File: config.mk
export PLATFORM = sky130hd
export DESIGN_NAME = aes_cmd_sequencer
export DESIGN_NICKNAME = d
export VERILOG_FILES = /design/src/rtl/aes_pkg.sv /design/src/rtl/aes_seq_bus_if.sv /design/src/rtl/aes_cmd_sequencer.sv
export SDC_FILE = /design/constraint.sdc
export NUM_CORES = 1
export LEC_CHECK = 0
export BUFFER_PORTS_ARGS = -buffer_cell sky130_fd_sc_hd__buf_2
export CORE_MARGIN = 5
export CORE_UTILIZATION = 43
export CTS_CLUSTER_DIAMETER = 200
export CTS_CLUSTER_SIZE = 14
export DETAILED_ROUTE_END_ITERATION = 16
export GPL_TIMING_DRIVEN = 0
export MAX_ROUTING_LAYER = met4
export PLACE_DENSITY = 0.7
export SYNTH_ARGS = -nofsm -noshare
export SYNTH_HDL_FRONTEND = slang
export SYNTH_SLANG_ARGS = --single-unit
File: constraint.sdc
create_clock -name clk_i -period 3.4 [get_ports clk_i]
set_input_delay 0.68 -clock clk_i [delete_from_list [all_inputs] [get_ports clk_i]]
set_output_delay 0.68 -clock clk_i [all_outputs]
set_load 0.02 [all_outputs]
File: src/rtl/aes_pkg.sv
// Shared definitions for the AES command sequencer: sequencer states, the AES
// slave register map and control/status bit positions, and the latched command.
package aes_pkg;

    typedef enum logic [3:0] {
        IDLE,
        WR_CFG,
        WR_KEY,
        WR_INIT,
        SETTLE_I,
        POLL_I,
        WR_BLK,
        WR_NEXT,
        SETTLE_N,
        POLL_N,
        RD_RES,
        OUT
    } aes_seq_state_e;

    localparam logic [7:0] ADDR_CTRL    = 8'h08;
    localparam logic [7:0] ADDR_STATUS  = 8'h09;
    localparam logic [7:0] ADDR_CONFIG  = 8'h0a;
    localparam logic [7:0] ADDR_KEY0    = 8'h10;
    localparam logic [7:0] ADDR_BLOCK0  = 8'h20;
    localparam logic [7:0] ADDR_RESULT0 = 8'h30;

    localparam int CTRL_INIT_BIT    = 0;
    localparam int CTRL_NEXT_BIT    = 1;
    localparam int STATUS_READY_BIT = 0;
    localparam int STATUS_VALID_BIT = 1;

    localparam logic [31:0] CTRL_INIT_VAL = 32'h1 << CTRL_INIT_BIT;
    localparam logic [31:0] CTRL_NEXT_VAL = 32'h1 << CTRL_NEXT_BIT;

    typedef struct packed {
        logic [127:0] key;
        logic [127:0] block;
        logic         encdec;
    } aes_cmd_t;

    // Word 0 of a 128-bit value sits in bits [127:96].
    function automatic int word_lsb(input logic [1:0] idx);
        return 32 * (3 - int'(idx));
    endfunction

    function automatic logic [31:0] get_word(input logic [127:0] v, input logic [1:0] idx);
        return v[word_lsb(idx) +: 32];
    endfunction

endpackage

File: src/rtl/aes_seq_bus_if.sv
// Combinational encoder from sequencer state and word index to the AES slave
// port signals: exactly one access per cycle in bus states, cs=0 elsewhere.
module aes_seq_bus_if
    import aes_pkg::*;
(
    input  aes_seq_state_e state,
    input  logic [1:0]     idx,
    input  aes_cmd_t       cmd,
    output logic           cs,
    output logic           we,
    output logic [7:0]     addr,
    output logic [31:0]    wdata
);

    always_comb begin
        // NOTE: every output gets a default before the case so no path leaves one unassigned (no latch).
        cs    = 1'b0;
        we    = 1'b0;
        addr  = 8'h00;
        wdata = 32'h0;
        unique case (state)
            WR_CFG: begin
                cs    = 1'b1;
                we    = 1'b1;
                addr  = ADDR_CONFIG;
                wdata = {31'b0, cmd.encdec};
            end
            WR_KEY: begin
                cs    = 1'b1;
                we    = 1'b1;
                addr  = ADDR_KEY0 + {6'b0, idx};
                wdata = get_word(cmd.key, idx);
            end
            WR_INIT: begin
                cs    = 1'b1;
                we    = 1'b1;
                addr  = ADDR_CTRL;
                wdata = CTRL_INIT_VAL;
            end
            WR_BLK: begin
                cs    = 1'b1;
                we    = 1'b1;
                addr  = ADDR_BLOCK0 + {6'b0, idx};
                wdata = get_word(cmd.block, idx);
            end
            WR_NEXT: begin
                cs    = 1'b1;
                we    = 1'b1;
                addr  = ADDR_CTRL;
                wdata = CTRL_NEXT_VAL;
            end
            POLL_I, POLL_N: begin
                cs    = 1'b1;
                addr  = ADDR_STATUS;
            end
            RD_RES: begin
                cs    = 1'b1;
                addr  = ADDR_RESULT0 + {6'b0, idx};
            end
            default: ;
        endcase
    end

endmodule

File: src/rtl/aes_cmd_sequencer.sv
// Bus-master front end for the memory-mapped AES core: one command in, one
// 128-bit result out. Define AES_SEQ_KEY_CACHE_EN to skip key reloads on repeats.
module aes_cmd_sequencer
    import aes_pkg::*;
#(
    parameter int unsigned SETTLE_CYCLES = 3,
    parameter int unsigned POLL_TIMEOUT  = 1024
) (
    input  logic         clk_i,
    input  logic         rst_ni,
    input  logic         cmd_valid_i,
    output logic         cmd_ready_o,
    input  logic [127:0] cmd_key_i,
    input  logic [127:0] cmd_block_i,
    input  logic         cmd_encdec_i,
    output logic         res_valid_o,
    input  logic         res_ready_i,
    output logic [127:0] res_data_o,
    output logic         aes_cs_o,
    output logic         aes_we_o,
    output logic [7:0]   aes_addr_o,
    output logic [31:0]  aes_wdata_o,
    input  logic [31:0]  aes_rdata_i,
    output logic         busy_o,
    output logic         err_o,
    input  logic         err_clr_i
);

    localparam logic [15:0] SETTLE_LAST = 16'(SETTLE_CYCLES - 1);
    localparam logic [15:0] POLL_LAST   = 16'(POLL_TIMEOUT - 1);

    aes_seq_state_e state_q, state_d;
    logic [1:0]     idx_q, idx_d;
    logic [15:0]    cnt_q, cnt_d;
    aes_cmd_t       cmd_q;
    logic [127:0]   res_q;
    logic           res_valid_q;
    logic           cmd_ready_q;
    logic           err_q;
    logic           cmd_take;
    logic           timeout;
    logic           key_hit;

    logic status_ready;
    logic status_valid;
    assign status_ready = aes_rdata_i[STATUS_READY_BIT];
    assign status_valid = aes_rdata_i[STATUS_VALID_BIT];

`ifdef AES_SEQ_KEY_CACHE_EN
    logic [127:0] last_key_q;
    logic         last_encdec_q;
    logic         key_loaded_q;
    logic         key_store;

    assign key_hit   = key_loaded_q && (cmd_key_i == last_key_q) && (cmd_encdec_i == last_encdec_q);
    assign key_store = (state_q == POLL_I) && (state_d == WR_BLK);

    always_ff @(posedge clk_i or negedge rst_ni) begin
        if (!rst_ni) begin
            key_loaded_q <= 1'b0;
        end else if (timeout) begin
            key_loaded_q <= 1'b0;
        end else if (key_store) begin
            key_loaded_q <= 1'b1;
        end
    end

    // NOTE: the cached key needs no reset; key_loaded_q qualifies every use of it.
    always_ff @(posedge clk_i) begin
        if (key_store) begin
            last_key_q    <= cmd_q.key;
            last_encdec_q <= cmd_q.encdec;
        end
    end
`else
    assign key_hit = 1'b0;
`endif

    always_comb begin
        state_d  = state_q;
        idx_d    = idx_q;
        cnt_d    = cnt_q;
        cmd_take = 1'b0;
        timeout  = 1'b0;
        unique case (state_q)
            IDLE: begin
                if (cmd_valid_i && cmd_ready_q) begin
                    cmd_take = 1'b1;
                    idx_d    = 2'd0;
                    state_d  = key_hit ? WR_BLK : WR_CFG;
                end
            end
            WR_CFG: begin
                idx_d   = 2'd0;
                state_d = WR_KEY;
            end
            WR_KEY: begin
                idx_d = idx_q + 2'd1;
                if (idx_q == 2'd3) state_d = WR_INIT;
            end
            WR_INIT: begin
                cnt_d   = 16'd0;
                state_d = (SETTLE_CYCLES == 0) ? POLL_I : SETTLE_I;
            end
            SETTLE_I, SETTLE_N: begin
                if (cnt_q == SETTLE_LAST) begin
                    cnt_d   = 16'd0;
                    state_d = (state_q == SETTLE_I) ? POLL_I : POLL_N;
                end else begin
                    cnt_d = cnt_q + 16'd1;
                end
            end
            POLL_I, POLL_N: begin
                // Init only needs ready; next must also report a valid result.
                if (status_ready && (state_q == POLL_I || status_valid)) begin
                    idx_d   = 2'd0;
                    state_d = (state_q == POLL_I) ? WR_BLK : RD_RES;
                end else if (cnt_q == POLL_LAST) begin
                    timeout = 1'b1;
                    state_d = IDLE;
                end else begin
                    cnt_d = cnt_q + 16'd1;
                end
            end
            WR_BLK: begin
                idx_d = idx_q + 2'd1;
                if (idx_q == 2'd3) state_d = WR_NEXT;
            end
            WR_NEXT: begin
                cnt_d   = 16'd0;
                state_d = (SETTLE_CYCLES == 0) ? POLL_N : SETTLE_N;
            end
            RD_RES: begin
                idx_d = idx_q + 2'd1;
                if (idx_q == 2'd3) state_d = OUT;
            end
            OUT: begin
                if (res_ready_i) state_d = IDLE;
            end
            default: state_d = IDLE;
        endcase
    end

    always_ff @(posedge clk_i or negedge rst_ni) begin
        if (!rst_ni) begin
            state_q     <= IDLE;
            idx_q       <= 2'd0;
            cnt_q       <= 16'd0;
            cmd_q       <= '0;
            res_q       <= '0;
            res_valid_q <= 1'b0;
            cmd_ready_q <= 1'b0;
            err_q       <= 1'b0;
        end else begin
            // NOTE: non-blocking assignments so every register updates from pre-edge values.
            state_q     <= state_d;
            idx_q       <= idx_d;
            cnt_q       <= cnt_d;
            res_valid_q <= (state_d == OUT);
            cmd_ready_q <= (state_d == IDLE);
            if (cmd_take) begin
                cmd_q <= '{key: cmd_key_i, block: cmd_block_i, encdec: cmd_encdec_i};
            end
            if (state_q == RD_RES) begin
                res_q[word_lsb(idx_q) +: 32] <= aes_rdata_i;
            end
            if (timeout) begin
                err_q <= 1'b1;
            end else if (err_clr_i) begin
                err_q <= 1'b0;
            end
        end
    end

    aes_seq_bus_if u_bus_if (
        .state (state_q),
        .idx   (idx_q),
        .cmd   (cmd_q),
        .cs    (aes_cs_o),
        .we    (aes_we_o),
        .addr  (aes_addr_o),
        .wdata (aes_wdata_o)
    );

    assign cmd_ready_o = cmd_ready_q;
    assign res_valid_o = res_valid_q;
    assign res_data_o  = res_q;
    assign busy_o      = (state_q != IDLE);
    assign err_o       = err_q;

endmodule

==> impl_results.html, run 1 <==
<table>
<tr><th>Metric</th><th>Value</th></tr>
<tr><th colspan="2">Floorplanning</th></tr>
<tr><td>Core region area</td><td>41900 sq um</td></tr>
<tr><td>Top-level port count</td><td>468</td></tr>
<tr><td>Overall die width</td><td>216 um</td></tr>
<tr><td>Initial Utilization</td><td>43.4%</td></tr>
<tr><td>Area of the die</td><td>46600 sq um</td></tr>
<tr><td>Number of rows created at floorplan</td><td>75</td></tr>
<tr><td>Die span in y</td><td>216 um</td></tr>
<tr><th colspan="2">Placement</th></tr>
<tr><td>Port-buffer cells</td><td>463</td></tr>
<tr><td>Worst slack at placement</td><td>-516 ps</td></tr>
<tr><td>Estimated wirelength of the detail-placed design</td><td>48.5 mm</td></tr>
<tr><td>Weighted congestion reported at the end of routability-driven placement</td><td>0.913</td></tr>
<tr><td>Cell Count Post-Placement</td><td>2508</td></tr>
<tr><th colspan="2">Logic synthesis</th></tr>
<tr><td>Number of instances in the synthesized netlist</td><td>1501</td></tr>
<tr><td>Yosys cell types</td><td>52</td></tr>
<tr><td>Syn Std Cell Area</td><td>18200 sq um</td></tr>
<tr><td>Leading post-synthesis cells by cell area</td><td>dfrtp_1, mux2_2, mux4_2, nand2_1, o21ai_0</td></tr>
<tr><td>Mean post-synth cell area</td><td>12.1 sq um</td></tr>
<tr><td>Synth warnings</td><td>0</td></tr>
<tr><td>Number of enable flip-flop cells after synthesis</td><td>0</td></tr>
<tr><td>Post-synth top area cell</td><td>dfrtp_1</td></tr>
<tr><td>Fraction of post-synthesis cell area in the top cell type by area</td><td>56.4%</td></tr>
<tr><td>Sequential fraction of the synthesis area</td><td>56.4%</td></tr>
<tr><td>Top flip-flop cell by instance count after synthesis</td><td>dfrtp_1</td></tr>
<tr><td>Async set-reset flop share out of synthesis</td><td>100%</td></tr>
<tr><td>Post-synthesis register bit count</td><td>410</td></tr>
<tr><th colspan="2">Timing</th></tr>
<tr><td>Count of endpoints failing hold in the final timing report</td><td>0</td></tr>
<tr><td>Max-slew violation count</td><td>0</td></tr>
<tr><td>Clock skew after layout</td><td>14.8 ps</td></tr>
<tr><td>Final critical-path required period</td><td>3340 ps</td></tr>
<tr><td>F_max</td><td>300 MHz</td></tr>
<tr><td>Setup repair after global routing missed its margin</td><td>no</td></tr>
<tr><td>Slew headroom</td><td>28.6%</td></tr>
<tr><td>Final Worst Setup Slack</td><td>64.5 ps</td></tr>
<tr><td>Slew of the pin with the lowest slew margin</td><td>1060 ps</td></tr>
<tr><td>Part of the cycle the worst path needs</td><td>98.1%</td></tr>
<tr><td>Number of setup violations in the final report</td><td>0</td></tr>
<tr><th colspan="2">Layout</th></tr>
<tr><td>Multi-input gate area</td><td>7520 sq um</td></tr>
<tr><td>P&amp;R area growth vs syn</td><td>23.2%</td></tr>
<tr><td>Most common library cell in the layout ignoring fill and taps</td><td>buf_2</td></tr>
<tr><td>Share of cells above drive strength 1</td><td>44.3%</td></tr>
<tr><td>Sequential cell area</td><td>10300 sq um</td></tr>
<tr><td>Leading cell types in the layout, fill and taps excluded</td><td>buf_2, dfrtp_1, nand2_1</td></tr>
<tr><td>Cell Count, Final, Fillers Out</td><td>2569</td></tr>
<tr><td>Filler Cells Inserted</td><td>3697</td></tr>
<tr><td>Total Nets Final</td><td>2308</td></tr>
<tr><th colspan="2">Critical path</th></tr>
<tr><td>CP Launch Type</td><td>flop</td></tr>
<tr><td>Arrival time at the worst endpoint</td><td>2660 ps</td></tr>
<tr><td>Path length in cells of the critical path</td><td>6</td></tr>
<tr><td>Critical path cell sequence</td><td>clkbuf_1, inv_1, nand3_1, clkbuf_2, a21oi_1, buf_2</td></tr>
<tr><td>CP peak stage delay</td><td>430 ps</td></tr>
<tr><td>Worst path slowest cell</td><td>dfrtp_1</td></tr>
<tr><td>Number of cells on the worst reg-to-reg path</td><td>7</td></tr>
<tr><td>Worst Setup End Kind</td><td>output pin</td></tr>
<tr><td>Gate family responsible for the most delay along the worst path</td><td>buffers and inverters</td></tr>
<tr><td>Start-to-end type of the worst setup path</td><td>flop to output pin</td></tr>
<tr><td>Critical path data required time</td><td>2720 ps</td></tr>
<tr><td>Total buffers and inverters traversed by the critical path</td><td>4</td></tr>
<tr><td>CP Max Fanout</td><td>10</td></tr>
<tr><th colspan="2">Power</th></tr>
<tr><td>P_leak</td><td>11.1 nW</td></tr>
<tr><td>Total Power</td><td>16.0 mW</td></tr>
<tr><td>Power density relative to cell area</td><td>714 nW/um^2</td></tr>
<tr><td>Max rail drop VDD</td><td>0.431 mV</td></tr>
<tr><th colspan="2">GRT</th></tr>
<tr><td>Vias in the first global route</td><td>14900</td></tr>
<tr><td>Antenna violations before repair</td><td>21</td></tr>
<tr><td>Sum of overflow across all layers after global routing</td><td>0</td></tr>
<tr><td>Maximum number of pins on one net before global-route repair</td><td>119</td></tr>
<tr><td>First-pass GRT wire length</td><td>94.3 mm</td></tr>
<tr><td>Overall global routing resource usage</td><td>27.5%</td></tr>
<tr><th colspan="2">Route</th></tr>
<tr><td>Number of vias after detailed routing</td><td>14200</td></tr>
<tr><td>Vias per std cell</td><td>5.51</td></tr>
<tr><td>First-iteration detailed-routing DRC count</td><td>1103</td></tr>
<tr><td>Antenna violation net count after detailed routing</td><td>0</td></tr>
<tr><td>Final routed wire length divided by cell count</td><td>24.6 um</td></tr>
<tr><td>Router iterations before antenna repair</td><td>5</td></tr>
<tr><td>DRC</td><td>0</td></tr>
<tr><td>Total Routed Length</td><td>63.2 mm</td></tr>
<tr><th colspan="2">Hold path</th></tr>
<tr><td>Path category of the worst min-delay check</td><td>input port to asynchronous set/reset pin</td></tr>
<tr><th colspan="2">Clock tree</th></tr>
<tr><td>Total CTS buffers</td><td>35</td></tr>
<tr><td>TritonCTS clock tree</td><td>done</td></tr>
<tr><td>CTS sink cnt</td><td>410</td></tr>
<tr><td>H-tree levels</td><td>2</td></tr>
<tr><td>Cell chosen for the clock root</td><td>clkbuf_16</td></tr>
<tr><td>Clock insertion delay at the later pin of the skew report</td><td>550 ps</td></tr>
<tr><td>Hold bufs inserted after CTS</td><td>0</td></tr>
<tr><td>Register clock-pin slew on the reported worst setup and hold paths</td><td>80 ps</td></tr>
<tr><td>Max Root-Sink Buffers</td><td>3</td></tr>
<tr><th colspan="2">Status</th></tr>
<tr><td>Result of the run</td><td>completed</td></tr>
<tr><th colspan="2">Run</th></tr>
<tr><td>Number of max-cap violations</td><td>0</td></tr>
</table>
[kinds of logic (layout without fill, tap and decap cells)]
group	after synthesis	in the layout	share of synthesized area [%]
adder cells (fa/ha/maj)	7	7	0.481
flip-flops	410	410	56.4
multiplexers	324	324	23.8
buffers and inverters	111	615	2.62
AO/OA/AOI/OAI	230	230	7.00
XOR/XNOR	1	1	0.0894
other	1	26	0.0206
AND/OR/NAND/NOR	417	417	9.59
[cells in the mapped netlist (2+ instances only)]
master     instances
a21o_1             2
nor3_1             6
and3_1             9
nor3b_1            3
o21ai_0          140
ha_1               7
nand3_1            8
a22o_1             6
mux2_2           258
nor4_1             3
clkbuf_1          56
nand2b_1           7
or4_1              4
dfrtp_1          410
o22ai_1            5
mux4_2            62
buf_1             10
buf_4              3
a211o_1            2
a21oi_1           49
nand3b_1           2
nor2b_1            6
nor2_1            18
o211ai_1           7
inv_1              8
buf_2             33
and4_1             3
a2111oi_0          2
or3_1              3
o31ai_1            4
a211oi_1           2
nand2_1          337
mux2i_1            4
nand4_1            3
nor4bb_1           2
[routing by layer]
layer | share of wire [%] | vias up | track usage, %
li1 | - | 6319 | -
met4 | 2.5 | 0 | 7.02
met3 | 9.4 | 83 | 8.38
met1 | 39 | 7188 | 33.2
met5 | 0 | - | -
met2 | 50 | 561 | 45.5
[flip-flops by register name, summed over array words and instances, names as in the netlist]
register and cells:
res_valid_o 1, res_data_o 128, state_q 4, cmd_q 257
err_o 1, cnt_q 16, cmd_ready_o 1, idx_q 2
[stage by stage]
step	util (%)	hold slack, ps	instance area, sq um	TNS [ps]
4_1_cts	53.3	109	22400	-8.07
2_1_floorplan	-	384	18200	0
3_5_place_dp	50.8	465	21300	-27890
5_1_grt	53.4	153	22400	0
3_3_place_gp	50.6	455	21200	-2597790
6_report	53.5	104	22400	0
[power by group]
part | internal [mW] | switching [mW]
sequential | 6.02 | 0.651
clock | 1.84 | 1.77
combinational | 2.13 | 3.60
[path summary, 6_finish.rpt]
check                                  end  slack, ps           start
max in group asynchronous       cmd_q[147]       1810          rst_ni
min                          res_data_o[8]        100          rst_ni
max reg2reg                       cmd_q[7]        310      state_q[1]
min in group clk_i                   err_o        340       err_clr_i
min reg2reg                 res_data_o[89]        480  res_data_o[89]
max                        aes_wdata_o[23]         60      state_q[0]
[what timing repair did]
item | in CTS | in global routing
resized for setup | 63 | 8
setup endpoints to repair | 124 | 25
buffers inserted | 1 | 0
pin swaps | 1 | 0
[final cells by class]
cell class	instances	area share [%]
timing repair buffer	467	10.8
buffer	103	2.57
tap	539	3.01
clock inverter	2	0.0892
sequential	410	45.7
multi-input combinational	982	33.5
clock buffer	35	3.90
antenna	23	0.257
inverter	8	0.134
Power figures use the tool's default switching activity.
==> inputs of run 2 (changes only) <==
==> constraint.sdc (replaced) <==
create_clock -name clk_i -period 3.4 [get_ports clk_i]
set_input_delay 0.68 -clock clk_i [delete_from_list [all_inputs] [get_ports clk_i]]
set_output_delay 0.68 -clock clk_i [all_outputs]
set_load 0.05 [all_outputs]
==> run 2 against run 1 <==
Flip-flop and latch count stayed put. Register-to-register slack hardly changed. First-iteration DRC count is 2.4% lower. Fmax is 0.14% higher. Clock skew is 2.5 ps lower. Final area is 0.52% higher. Critical path depth is 2 higher. Critical path type unchanged. Largest cell class unchanged. Largest power group is now combinational cells.
==> impl_results.html, run 2 (synthesis results as in run 1) <==
<table>
<tr><th>Metric</th><th>Value</th></tr>
<tr><th colspan="2">Status</th></tr>
<tr><td>Result of the run</td><td>completed (unchanged)</td></tr>
<tr><th colspan="2">Timing</th></tr>
<tr><td>Clock skew after layout</td><td>12.3 ps (was 14.8 ps)</td></tr>
<tr><td>Slew headroom</td><td>28.0% (was 28.6%)</td></tr>
<tr><td>Slew of the pin with the lowest slew margin</td><td>1070 ps (was 1060 ps)</td></tr>
<tr><td>Number of setup violations in the final report</td><td>0 (unchanged)</td></tr>
<tr><td>Part of the cycle the worst path needs</td><td>98.0% (was 98.1%)</td></tr>
<tr><td>Max-slew violation count</td><td>0 (unchanged)</td></tr>
<tr><td>Final critical-path required period</td><td>3330 ps (was 3340 ps)</td></tr>
<tr><td>F_max</td><td>300 MHz (about the same)</td></tr>
<tr><td>Count of endpoints failing hold in the final timing report</td><td>0 (unchanged)</td></tr>
<tr><th colspan="2">Layout</th></tr>
<tr><td>Filler Cells Inserted</td><td>3680 (was 3697)</td></tr>
<tr><td>P&amp;R area growth vs syn</td><td>23.9% (was 23.2%)</td></tr>
<tr><td>Cell Count, Final, Fillers Out</td><td>2570 (was 2569)</td></tr>
<tr><td>Leading cell types in the layout, fill and taps excluded</td><td>buf_2, dfrtp_1, nand2_1 (unchanged)</td></tr>
<tr><td>Share of cells above drive strength 1</td><td>44.6% (was 44.3%)</td></tr>
<tr><td>Most common library cell in the layout ignoring fill and taps</td><td>buf_2 (unchanged)</td></tr>
<tr><td>Biggest register</td><td>cmd_q (unchanged)</td></tr>
<tr><td>Post-layout util</td><td>53.8% (was 53.5%)</td></tr>
<tr><td>Number of flip-flops under the largest register name</td><td>257 (unchanged)</td></tr>
<tr><td>Multi-input gate area</td><td>7540 sq um (was 7520 sq um)</td></tr>
<tr><td>Total Nets Final</td><td>2309 (was 2308)</td></tr>
<tr><td>Sequential cell area</td><td>10300 sq um (unchanged)</td></tr>
<tr><th colspan="2">Route</th></tr>
<tr><td>First-iteration detailed-routing DRC count</td><td>1077 (was 1103)</td></tr>
<tr><td>Antenna violation net count after detailed routing</td><td>0 (unchanged)</td></tr>
<tr><td>Total Routed Length</td><td>63.4 mm (was 63.2 mm)</td></tr>
<tr><td>Router iterations before antenna repair</td><td>5 (unchanged)</td></tr>
<tr><td>Number of vias after detailed routing</td><td>14200 (about the same)</td></tr>
<tr><td>Final routed wire length divided by cell count</td><td>24.7 um (was 24.6 um)</td></tr>
<tr><td>DRC</td><td>0 (unchanged)</td></tr>
<tr><td>Vias per std cell</td><td>5.52 (was 5.51)</td></tr>
<tr><th colspan="2">Critical path</th></tr>
<tr><td>CP Launch Type</td><td>flop (unchanged)</td></tr>
<tr><td>Arrival time at the worst endpoint</td><td>2650 ps (was 2660 ps)</td></tr>
<tr><td>Critical path data required time</td><td>2720 ps (about the same)</td></tr>
<tr><td>Start-to-end type of the worst setup path</td><td>flop to output pin (unchanged)</td></tr>
<tr><td>Worst Setup End Kind</td><td>output pin (unchanged)</td></tr>
<tr><td>CP Max Fanout</td><td>10 (unchanged)</td></tr>
<tr><th colspan="2">Floorplanning</th></tr>
<tr><td>Area of the die</td><td>46600 sq um (unchanged)</td></tr>
<tr><td>Top-level port count</td><td>468 (unchanged)</td></tr>
<tr><td>Core region area</td><td>41900 sq um (unchanged)</td></tr>
<tr><td>Overall die width</td><td>216 um (unchanged)</td></tr>
<tr><td>Die span in y</td><td>216 um (unchanged)</td></tr>
<tr><td>Initial Utilization</td><td>43.4% (unchanged)</td></tr>
<tr><td>Number of rows created at floorplan</td><td>75 (unchanged)</td></tr>
<tr><th colspan="2">GRT</th></tr>
<tr><td>Sum of overflow across all layers after global routing</td><td>0 (unchanged)</td></tr>
<tr><td>First-pass GRT wire length</td><td>94.2 mm (was 94.3 mm)</td></tr>
<tr><td>Antenna violations before repair</td><td>21 (unchanged)</td></tr>
<tr><td>Maximum number of pins on one net before global-route repair</td><td>119 (unchanged)</td></tr>
<tr><td>Overall global routing resource usage</td><td>27.5% (about the same)</td></tr>
<tr><td>Vias in the first global route</td><td>14900 (about the same)</td></tr>
<tr><th colspan="2">Placement</th></tr>
<tr><td>Weighted congestion reported at the end of routability-driven placement</td><td>0.913 (unchanged)</td></tr>
<tr><td>Cell Count Post-Placement</td><td>2508 (unchanged)</td></tr>
<tr><td>Port-buffer cells</td><td>463 (unchanged)</td></tr>
<tr><td>Estimated wirelength of the detail-placed design</td><td>48.5 mm (unchanged)</td></tr>
<tr><th colspan="2">Power</th></tr>
<tr><td>P_leak</td><td>11.2 nW (was 11.1 nW)</td></tr>
<tr><td>Max rail drop VDD</td><td>0.620 mV (was 0.431 mV)</td></tr>
<tr><td>Total Power</td><td>17.3 mW (was 16.0 mW)</td></tr>
<tr><td>Power density relative to cell area</td><td>768 nW/um^2 (was 714 nW/um^2)</td></tr>
<tr><th colspan="2">Clock tree</th></tr>
<tr><td>Hold bufs inserted after CTS</td><td>0 (unchanged)</td></tr>
<tr><td>Clock insertion delay at the later pin of the skew report</td><td>550 ps (about the same)</td></tr>
<tr><td>CTS sink cnt</td><td>410 (unchanged)</td></tr>
<tr><td>TritonCTS clock tree</td><td>done (unchanged)</td></tr>
<tr><td>Max Root-Sink Buffers</td><td>3 (unchanged)</td></tr>
<tr><td>Total CTS buffers</td><td>35 (unchanged)</td></tr>
<tr><td>Cell chosen for the clock root</td><td>clkbuf_16 (unchanged)</td></tr>
<tr><td>H-tree levels</td><td>2 (unchanged)</td></tr>
<tr><td>Register clock-pin slew on the reported worst setup and hold paths</td><td>70 ps (was 80 ps)</td></tr>
<tr><th colspan="2">Run</th></tr>
<tr><td>Number of max-cap violations</td><td>0 (unchanged)</td></tr>
<tr><th colspan="2">Hold path</th></tr>
<tr><td>Path category of the worst min-delay check</td><td>input port to asynchronous set/reset pin (unchanged)</td></tr>
</table>
run 2: critical path: stages, from the launching register on:
cell	delay [ps]
dfrtp_1	380
buf_6	140
and4bb_4	390
buf_12	180
buf_12	160
mux4_2	220
nand2_1	100
a21oi_1	240
clkbuf_4	280
run 2: power breakdown:
group          switching, mW  internal (mW)
clock network           1.77           1.84
logic                   4.90           2.14
registers              0.649           6.02
total                   7.32           9.99
run 2: what timing repair did:
action / in CTS / in global routing
resized for setup: 87 / 27
endpoints found under the setup margin: 124 / 29
pin swaps: 1 / 2
buffers inserted: 0 / 2
run 2: stage by stage:
stage | TNS, ps | hold slack, ps | cell area, sq um | worst slack, ps
after floorplan | 0 | 384 | 18200 | 264
after global placement | -2599660 | 455 | 21200 | -6330
after detailed placement | -29790 | 465 | 21300 | -574
after CTS | 0 | 109 | 22400 | 0.881
after global routing | -19.5 | 153 | 22500 | -11.3
final | 0 | 109 | 22600 | 69.2
run 2: path summary, 6_finish.rpt:
| kind | startpoint | to | slack (ps) | depth (start not counted) |
|---|---|---|---|---|
| max reg2reg | state_q[1] | cmd_q[7] | 320 | 7 |
| min | rst_ni | res_data_o[7] | 110 | 1 |
| max | state_q[3] | aes_wdata_o[19] | 70 | 8 |
| min reg2reg | res_data_o[119] | res_data_o[119] | 480 | 2 |
| min in group clk_i | err_clr_i | err_o | 330 | 2 |
| max in group asynchronous | rst_ni | cmd_q[17] | 1770 | 3 |
run 2: final cells by class:
class                      instances  share of cell area, %
inverter                           8                  0.133
multi-input combinational        982                   33.4
clock inverter                     2                 0.0888
tap                              539                   2.99
buffer                           103                   2.63
sequential                       410                   45.5
timing repair buffer             468                   11.1
clock buffer                      35                   3.88
antenna                           23                  0.255
run 2: per-layer routing:
metal / global-route usage, % / vias up / wire (um)
li1: - / 6308 / -
met5: - / - / 0
met2: 45.5 / 546 / 31400
met1: 33.3 / 7244 / 24600
met3: 8.37 / 89 / 5790
met4: 6.89 / 0 / 1570
==> inputs of run 3 (changes only) <==
BUFFER_PORTS_ARGS = unset   (was -buffer_cell sky130_fd_sc_hd__buf_2)
DONT_BUFFER_PORTS = 1   (was unset)
PLACE_DENSITY = 0.61   (was 0.7)
==> run 3 against run 2 <==
Wire length down 5.3%. First-iteration DRC count down 6.9%. Utilization down 5.3 points. Sequential power up 29%. Clock skew up 12 ps. Largest cell class unchanged. Total power down 4.8%. Register-to-register slack better by 110 ps. Fmax about the same. Cell count down 18%. Clock power about the same. Die area unchanged. The run now ends with hold timing, slew limit left. Flip-flop and latch count unchanged.
==> impl_results.html, run 3 (synthesis results as in run 1) <==
<table>
<tr><th>Metric</th><th>Value</th></tr>
<tr><th colspan="2">Status</th></tr>
<tr><td>Result of the run</td><td>finished with violations (was completed)</td></tr>
<tr><td>Violated checks</td><td>hold timing, slew limit</td></tr>
<tr><th colspan="2">Clock tree</th></tr>
<tr><td>TritonCTS clock tree</td><td>done (unchanged)</td></tr>
<tr><td>Register clock-pin slew on the reported worst setup and hold paths</td><td>70 ps (about the same)</td></tr>
<tr><td>Max Root-Sink Buffers</td><td>3 (unchanged)</td></tr>
<tr><td>Total CTS buffers</td><td>35 (unchanged)</td></tr>
<tr><td>Cell chosen for the clock root</td><td>clkbuf_16 (unchanged)</td></tr>
<tr><td>Clock insertion delay at the later pin of the skew report</td><td>550 ps (about the same)</td></tr>
<tr><td>CTS sink cnt</td><td>410 (unchanged)</td></tr>
<tr><td>H-tree levels</td><td>2 (unchanged)</td></tr>
<tr><th colspan="2">Critical path</th></tr>
<tr><td>Critical path cell sequence</td><td>buf_6, and4bb_4, buf_12, buf_8, mux4_2, nand2_1, a21oi_4 (was buf_6, and4bb_4, buf_12, buf_12, mux4_2, nand2_1, a21oi_1, clkbuf_4)</td></tr>
<tr><td>Gate family responsible for the most delay along the worst path</td><td>simple AND/OR/NAND/NOR gates (was buffers and inverters)</td></tr>
<tr><td>Total buffers and inverters traversed by the critical path</td><td>3 (was 4)</td></tr>
<tr><td>Start-to-end type of the worst setup path</td><td>flop to output pin (unchanged)</td></tr>
<tr><td>CP Max Fanout</td><td>10 (unchanged)</td></tr>
<tr><td>Number of cells on the worst reg-to-reg path</td><td>7 (unchanged)</td></tr>
<tr><td>Arrival time at the worst endpoint</td><td>2650 ps (about the same)</td></tr>
<tr><td>Worst Setup End Kind</td><td>output pin (unchanged)</td></tr>
<tr><td>Critical path data required time</td><td>2720 ps (about the same)</td></tr>
<tr><td>Worst path slowest cell</td><td>a21oi_4 (was and4bb_4)</td></tr>
<tr><td>Path length in cells of the critical path</td><td>7 (was 8)</td></tr>
<tr><td>CP peak stage delay</td><td>480 ps (was 390 ps)</td></tr>
<tr><td>CP Launch Type</td><td>flop (unchanged)</td></tr>
<tr><th colspan="2">Power</th></tr>
<tr><td>Max rail drop VDD</td><td>0.479 mV (was 0.620 mV)</td></tr>
<tr><td>P_leak</td><td>9.06 nW (was 11.2 nW)</td></tr>
<tr><td>Power density relative to cell area</td><td>810 nW/um^2 (was 768 nW/um^2)</td></tr>
<tr><th colspan="2">GRT</th></tr>
<tr><td>Sum of overflow across all layers after global routing</td><td>0 (unchanged)</td></tr>
<tr><td>Antenna violations before repair</td><td>24 (was 21)</td></tr>
<tr><td>Vias in the first global route</td><td>12700 (was 14900)</td></tr>
<tr><td>Maximum number of pins on one net before global-route repair</td><td>411 (was 119)</td></tr>
<tr><td>First-pass GRT wire length</td><td>87.7 mm (was 94.2 mm)</td></tr>
<tr><td>Overall global routing resource usage</td><td>26.0% (was 27.5%)</td></tr>
<tr><th colspan="2">Floorplanning</th></tr>
<tr><td>Number of rows created at floorplan</td><td>75 (unchanged)</td></tr>
<tr><td>Top-level port count</td><td>468 (unchanged)</td></tr>
<tr><td>Die span in y</td><td>216 um (unchanged)</td></tr>
<tr><td>Area of the die</td><td>46600 sq um (unchanged)</td></tr>
<tr><td>Initial Utilization</td><td>43.4% (unchanged)</td></tr>
<tr><td>Core region area</td><td>41900 sq um (unchanged)</td></tr>
<tr><td>Overall die width</td><td>216 um (unchanged)</td></tr>
<tr><th colspan="2">Layout</th></tr>
<tr><td>Total Nets Final</td><td>1842 (was 2309)</td></tr>
<tr><td>Most common library cell in the layout ignoring fill and taps</td><td>dfrtp_1 (was buf_2)</td></tr>
<tr><td>Filler Cells Inserted</td><td>3728 (was 3680)</td></tr>
<tr><td>Leading cell types in the layout, fill and taps excluded</td><td>dfrtp_1, nand2_1, mux2_2 (was buf_2, dfrtp_1, nand2_1)</td></tr>
<tr><td>Share of cells above drive strength 1</td><td>29.4% (was 44.6%)</td></tr>
<tr><td>Cell Count, Final, Fillers Out</td><td>2104 (was 2570)</td></tr>
<tr><td>Design Area, Final</td><td>20300 sq um (was 22600 sq um)</td></tr>
<tr><td>Biggest register</td><td>cmd_q (unchanged)</td></tr>
<tr><td>Number of flip-flops under the largest register name</td><td>257 (unchanged)</td></tr>
<tr><td>P&amp;R area growth vs syn</td><td>11.8% (was 23.9%)</td></tr>
<tr><th colspan="2">Run</th></tr>
<tr><td>Number of max-cap violations</td><td>0 (unchanged)</td></tr>
<tr><th colspan="2">Route</th></tr>
<tr><td>Total Routed Length</td><td>60.0 mm (was 63.4 mm)</td></tr>
<tr><td>Antenna violation net count after detailed routing</td><td>0 (unchanged)</td></tr>
<tr><td>Vias per std cell</td><td>5.80 (was 5.52)</td></tr>
<tr><td>Final routed wire length divided by cell count</td><td>28.5 um (was 24.7 um)</td></tr>
<tr><td>DRC</td><td>0 (unchanged)</td></tr>
<tr><td>Number of vias after detailed routing</td><td>12200 (was 14200)</td></tr>
<tr><td>First-iteration detailed-routing DRC count</td><td>1003 (was 1077)</td></tr>
<tr><td>Router iterations before antenna repair</td><td>6 (was 5)</td></tr>
<tr><th colspan="2">Placement</th></tr>
<tr><td>Cell Count Post-Placement</td><td>2042 (was 2508)</td></tr>
<tr><td>Instance area after placement</td><td>18900 sq um (was 21300 sq um)</td></tr>
<tr><td>Estimated wirelength of the detail-placed design</td><td>45.1 mm (was 48.5 mm)</td></tr>
<tr><td>Weighted congestion reported at the end of routability-driven placement</td><td>0.920 (was 0.913)</td></tr>
<tr><td>Port-buffer cells</td><td>0 (was 463)</td></tr>
<tr><th colspan="2">Timing</th></tr>
<tr><td>Max-slew violation count</td><td>186 (was 0)</td></tr>
<tr><td>Worst hold margin</td><td>-160 ps (was 109 ps)</td></tr>
<tr><td>Part of the cycle the worst path needs</td><td>98.0% (about the same)</td></tr>
<tr><td>Slew of the pin with the lowest slew margin</td><td>1920 ps (was 1070 ps)</td></tr>
<tr><td>F_max</td><td>300 MHz (about the same)</td></tr>
<tr><td>Slew headroom</td><td>-28.2% (was 28.0%)</td></tr>
<tr><td>Number of setup violations in the final report</td><td>0 (unchanged)</td></tr>
<tr><td>Final critical-path required period</td><td>3330 ps (about the same)</td></tr>
<tr><td>Total negative slack</td><td>0 ps (unchanged)</td></tr>
<tr><td>Count of endpoints failing hold in the final timing report</td><td>83 (was 0)</td></tr>
<tr><td>Clock skew after layout</td><td>24.7 ps (was 12.3 ps)</td></tr>
<tr><th colspan="2">Hold path</th></tr>
<tr><td>Path category of the worst min-delay check</td><td>input port to asynchronous set/reset pin (unchanged)</td></tr>
</table>
==> run 3: timing repair <==
action                                 4_1_cts  5_1_grt
resized for setup                          116        9
endpoints found under the hold margin      410      410
pin swaps                                    5        4
setup endpoints to repair                  124       49
setup buffers                                1        0
==> run 3: power by group <==
part	total [mW]	switching (mW)	internal, mW	leakage, nW
sequential	8.58	2.60	5.98	5.61
combinational	4.30	2.67	1.63	3.01
clock	3.59	1.76	1.84	0.442
==> run 3: per-stage QoR <==
| step | power (mW) | setup slack [ps] | util, % |
|---|---|---|---|
| floorplan | 11.4 | 264 | - |
| global placement | 12.7 | -894 | 45.0 |
| detailed placement | 12.9 | -920 | 45.0 |
| CTS | 16.6 | 8.27 | 48.3 |
| global route | 17.3 | -2.56 | 48.5 |
| finish | 16.5 | 69.1 | 48.5 |
==> run 3: area by class of cell <==
type / instances / area, sq um / share of cell area [%]
well taps: 539 / 674 / 3.31
clock buffers: 35 / 876 / 4.30
repair buffers: 1 / 7.51 / 0.0369
inverters: 8 / 30.0 / 0.148
plain buffers: 103 / 569 / 2.80
diodes: 24 / 60.1 / 0.295
flip-flops and latches: 410 / 10300 / 50.4
clock inverters: 2 / 20.0 / 0.0984
multi-input cells: 982 / 7850 / 38.6
==> run 3: worst paths after layout <==
kind	start	endpoint	slack, ps
hold / removal	rst_ni	cnt_q[13]	-160
max in group asynchronous	rst_ni	cmd_q[162]	2030
min in group clk_i	err_clr_i	err_o	260
hold reg to reg	cmd_q[123]	cmd_q[123]	500
setup / recovery	state_q[3]	aes_wdata_o[5]	70
setup reg to reg	state_q[1]	cmd_q[253]	430
==> run 3: worst register-to-register path, cell delays in order, from the launching register on <==
cell and delay [ps]:
dfrtp_1 400, buf_4 180, nor2_1 310, and4_1 240, clkbuf_1 320, clkbuf_1 540, buf_2 460, mux2_2 390
==> run 3: layer usage <==
layer	up-vias	GRT usage [%]	routed length [um]
li1	5366	-	-
met1	6297	30.2	22600
met2	475	44.2	30500
met3	67	9.49	5920
met4	0	4.76	919
met5	-	-	0
